$ cat src/rtl/mdu_iterative.sv
// mdu_iterative: bit-serial multiply/divide unit with HI/LO result registers and flush support
module mdu_iterative #(
  parameter int WIDTH     = 32,
  parameter bit SIGNED_EN = 1'b1
) (
  input  logic             clk,
  input  logic             rst,
  input  logic             start,
  input  logic [1:0]       op,
  input  logic [WIDTH-1:0] a,
  input  logic [WIDTH-1:0] b,
  input  logic             flush,
  output logic             busy,
  output logic             done,
  output logic [WIDTH-1:0] hi,
  output logic [WIDTH-1:0] lo,
  output logic             div_by_zero
);
  localparam int CW = $clog2(WIDTH);
  typedef enum logic [1:0] {IDLE, CALC, FIX, DONE} state_t;
  state_t state, state_nx;
  logic [CW-1:0] cnt;
  logic is_div, sa, sb;
  logic [WIDTH-1:0] opnd;
  logic [2*WIDTH-1:0] acc;
  logic accept, sa_in, sb_in, dbz_in, ge;
  logic [WIDTH-1:0] a_mag, b_mag;
  logic [WIDTH:0] msum, srem, diff;
  logic [2*WIDTH-1:0] mul_nx, div_nx, prod_s;
  logic [WIDTH-1:0] q_s, r_s;
  // operand capture, one shift-add / restoring-divide step, and sign fix-up
  always_comb begin
    accept = (state == IDLE || state == DONE) && start && !flush;
    sa_in  = SIGNED_EN && !op[0] && a[WIDTH-1];
    sb_in  = SIGNED_EN && !op[0] && b[WIDTH-1];
    a_mag  = sa_in ? -a : a;
    b_mag  = sb_in ? -b : b;
    dbz_in = op[1] && (b == '0);
    msum   = {1'b0, acc[2*WIDTH-1:WIDTH]} + {1'b0, (acc[0] ? opnd : '0)};
    mul_nx = {msum, acc[WIDTH-1:1]};
    srem   = {acc[2*WIDTH-1:WIDTH], acc[WIDTH-1]};
    diff   = srem - {1'b0, opnd};
    ge     = srem >= {1'b0, opnd};
    div_nx = {(ge ? diff[WIDTH-1:0] : srem[WIDTH-1:0]), acc[WIDTH-2:0], ge};
    prod_s = (sa ^ sb) ? -acc : acc;
    q_s    = (sa ^ sb) ? -acc[WIDTH-1:0] : acc[WIDTH-1:0];
    r_s    = sa ? -acc[2*WIDTH-1:WIDTH] : acc[2*WIDTH-1:WIDTH];
  end
  // next-state logic; flush squashes CALC/FIX and blocks a same-cycle start
  always_comb begin
    state_nx = state;
    case (state)
      IDLE:    state_nx = accept ? (dbz_in ? DONE : CALC) : IDLE;
      CALC:    state_nx = flush ? IDLE : (cnt == '0 ? FIX : CALC);
      FIX:     state_nx = flush ? IDLE : DONE;
      default: state_nx = accept ? (dbz_in ? DONE : CALC) : IDLE;
    endcase
  end
  assign busy = (state == CALC) || (state == FIX);
  assign done = state == DONE;
  // state register, datapath iteration and result registers
  always_ff @(posedge clk) begin
    if (rst) begin
      state       <= IDLE;
      cnt         <= '0;
      is_div      <= 1'b0;
      sa          <= 1'b0;
      sb          <= 1'b0;
      opnd        <= '0;
      acc         <= '0;
      hi          <= '0;
      lo          <= '0;
      div_by_zero <= 1'b0;
    end else begin
      state <= state_nx;
      if (accept) begin
        is_div      <= op[1];
        sa          <= sa_in;
        sb          <= sb_in;
        opnd        <= op[1] ? b_mag : a_mag;
        acc         <= {{WIDTH{1'b0}}, (op[1] ? a_mag : b_mag)};
        cnt         <= CW'(WIDTH - 1);
        div_by_zero <= dbz_in;
        if (dbz_in) begin
          hi <= a;
          lo <= '1;
        end
      end else if (state == CALC) begin
        acc <= is_div ? div_nx : mul_nx;
        cnt <= cnt - CW'(1);
      end else if (state == FIX && !flush) begin
        hi <= is_div ? r_s : prod_s[2*WIDTH-1:WIDTH];
        lo <= is_div ? q_s : prod_s[WIDTH-1:0];
      end
    end
  end
endmodule
$ cat config.mk
export PLATFORM = sky130hd
export DESIGN_NAME = mdu_iterative
export DESIGN_NICKNAME = d
export VERILOG_FILES = /design/src/rtl/mdu_iterative.sv
export SDC_FILE = /design/constraint.sdc
export NUM_CORES = 1
export LEC_CHECK = 0
export CORE_AREA = 2 2 167 169
export DETAILED_ROUTE_END_ITERATION = 8
export DIE_AREA = 0 0 169 171
export PLACE_DENSITY = 0.78
export SYNTH_ARGS = -nofsm -noshare
export SYNTH_HDL_FRONTEND = slang
export SYNTH_SLANG_ARGS = --single-unit
$ cat constraint.sdc
create_clock -name clk -period 4.1 [get_ports clk]
set_input_delay 0.82 -clock clk [delete_from_list [all_inputs] [get_ports clk]]
set_output_delay 0.82 -clock clk [all_outputs]
set_load 0.02 [all_outputs]
==> flow_summary.yaml <==
run_status:
  status: "completed"
global_routing:
  grt_max_degree: 84
  grt_antenna_before_repair: 0
  grt_pass1_vias: 15209
  grt_overflow: 0
  grt_pass1_wl_mm: 85.8
  gr-usage-all-layers_pct: 38.4
clock_tree:
  root_buffer: "clkbuf_16"
  path_clk_slew_ns: 0.07
  numCtsBuffers: 17
  post-cts-setup-buffer-count: 0
  cts.sinks: 171
  htree_levels: 4
  cts_tree: "built"
  postCtsResizedCells: 0
  clockBufferDepth: 2
  clk_latency_ns: 0.45
  holdBufCountCts: 0
worst_setup_path:
  crit_arrival_ns: 4.10
  timing.rr.start: "acc[31]$_SDFFE_PP0P_"
  crit_path_max_incr_delay_ns: 0.60
  worst_ep_required_time_ns: 4.44
  crit_type: "register to register"
  cp-startpoint: "acc[31]$_SDFFE_PP0P_"
  r2r_slack_ns: 0.34
  crit_top_cell: "nor2_1"
  cp_num_buf_inv: 1
  cp-start-kind: "register"
  crit_chain: "inv_1 > ha_1 > nor2b_1 > o2111ai_1 > a2111oi_0 > nor2_1 > o21ai_0 > a21oi_1 > nor2_1 > a211oi_1 > o221a_2"
  critPathMaxFanout: 6
  cpMaxStageDelayCell: "a2111oi_0"
  end_kind: "register"
  path_delay_family: "compound AO/OA/AOI/OAI gates"
power:
  leakage_nw: 6.64
  ir_drop_mv: 0.335
  p_per_area_nw_per_um2: 301
  finalPower_w: 0.00513
cells_and_area:
  fillers: 2457
  final_layout_size_suffix_gt1_share_pct: 7.66
  final_common_cell: "nor2_1"
  synthToLayoutAreaGrowth_pct: 16.6
  diodes: 0
  final_nets: 2260
  final_cell_mix: "nor2_1, a21oi_1, nand2_1"
  regArea_sq_um: 3430
  multi_input_area_sq_um: 10400
timing:
  rsz0062_at_grt: "no"
  slew_headroom_pct: 41.2
  final.min_clock_period_ns: 3.76
  worst-slew-pin-transition_ns: 0.881
  clock_skew_ns: 0.0116
  report.final.setup_viol: 0
  drv_slew: 0
  setup-tns-final_ns: 0
  hold_viol: 0
  timing.fmax_mhz: 266
  finalCritPeriodShare_pct: 91.7
  whs_ns: 0.455
synth:
  synth_top_area_cell: "dfxtp_1"
  synthTopCellsByArea: "dfxtp_1, a21oi_1, nor2_1"
  synth.distinct_cells: 72
  async_flop_share_pct: 0
  ys_ff_latch: 171
  seq_area_frac_synth_pct: 23.4
  syn_area_sq_um: 14600
  syn_nets: 2169
  synth_edf_count: 0
  synthCells: 2024
  synthFlopType: "dfxtp_1"
  yosysWarnings: 0
  synth_top_cell_area_share_pct: 23.4
  synth_area_per_cell_sq_um: 7.23
floorplan:
  die_y_microns: 171
  rows: 61
  io_pins: 137
  die_area_sq_um: 28900
  core_area_sq_um: 27300
  die_w_microns: 169
  start_util_pct: 53.6
routing:
  route.detailed.drc: 0
  dr.pass1.iters: 6
  drt_wl_total_mm: 56.1
  drt_iter0_drc: 2113
  wl_per_cell_microns: 22.7
  avgViaCountPerCell: 6.52
  vias: 16127
  antenna_left: 0
placement:
  gp_congestion: 1.05
  dpl.hpwl_mm: 43.0
  port_buffers: 136
min_path:
  hold_path.class: "register to register"
  min_from: "div_by_zero$_SDFFE_PP0P_"
run:
  drv_cap: 0
## power breakdown
part / total, W / switching [W] / internal (W)
sequential: 0.00182 / 0.0000984 / 0.00172
clock: 0.00160 / 0.000763 / 0.000835
combinational: 0.00172 / 0.00106 / 0.000654
## state kept, by name, indices dropped and copies added (netlist names)
name	flops
acc	64
state	2
sa	1
is_div	1
hi	32
cnt	5
sb	1
div_by_zero	1
lo	32
opnd	32
## worst reg2reg max path: stages, from the launching register on
cell,delay [ns]
dfxtp_1,0.47
inv_1,0.17
ha_1,0.25
nor2b_1,0.19
o2111ai_1,0.25
a2111oi_0,0.60
nor2_1,0.20
o21ai_0,0.36
a21oi_1,0.32
nor2_1,0.41
a211oi_1,0.14
o221a_2,0.28
## area by class of cell
type                            instances  area share, %
Clock inverter                         11          0.484
Tap cell                              346           2.54
Multi-Input combinational cell       1639           61.0
Timing Repair Buffer                  212           11.5
Sequential cell                       171           20.1
Inverter                               74           1.63
Clock buffer                           21           2.76
## stage by stage
step                      cell area (sq um)  util [%]  setup WS [ns]  instances
after global routing                  17100      62.5         0.0969       2474
after CTS                             17100      62.5          0.490       2474
after detailed placement              16500      60.4          0.213       2442
final                                 17100      62.5          0.341       2474
after floorplan                       14600         -          0.944       2024
after global placement                16500      60.4          0.246       2442
## routing by layer
| metal | wire length (microns) | GRT usage, % | vias up |
|---|---|---|---|
| met5 | 0 | 0 | - |
| met1 | 21900 | 47.5 | 7519 |
| met4 | 3710 | 23.5 | 0 |
| met2 | 25000 | 62.1 | 941 |
| li1 | - | - | 7470 |
| met3 | 5460 | 7.10 | 197 |
## Yosys cell counts (all sizes together), types with 8 or more instances
master  number
dfxtp      171
a211oi      45
a311oi      32
nand2      194
o22ai       14
a21o        26
a31oi       26
nand4       23
o21ai      108
ha          73
or4         11
mux2        15
nor2       273
nand3b       8
and2        11
o31ai       34
nor4        19
buf         30
inv         73
o21a        16
nor3        43
a31o         8
nand3       21
nand2b       9
or3         15
nor2b        9
xor2        81
o221a        9
o211ai      50
mux2i       51
clkbuf     109
a21oi      231
and3         8
xnor2       94
## kinds of logic (layout without fill, tap and decap cells)
family | Yosys count | in the layout | synth area share (%)
fa+ha+maj | 75 | 75 | 6.51
compound gates | 661 | 661 | 28.9
xor+xnor | 175 | 175 | 10.5
simple gates | 662 | 662 | 20.4
flops | 171 | 171 | 23.4
buf+inv | 214 | 318 | 5.63
mux | 66 | 66 | 4.64
## path summary, 6_finish.rpt
path / end / cells past startpoint
hold reg to reg: div_by_zero$_SDFFE_PP0P_ / 2
setup reg to reg: acc[63]$_SDFFE_PP0P_ / 11
hold / removal: div_by_zero$_SDFFE_PP0P_ / 2
setup / recovery: acc[63]$_SDFFE_PP0P_ / 11
Power figures use the tool's default switching activity.
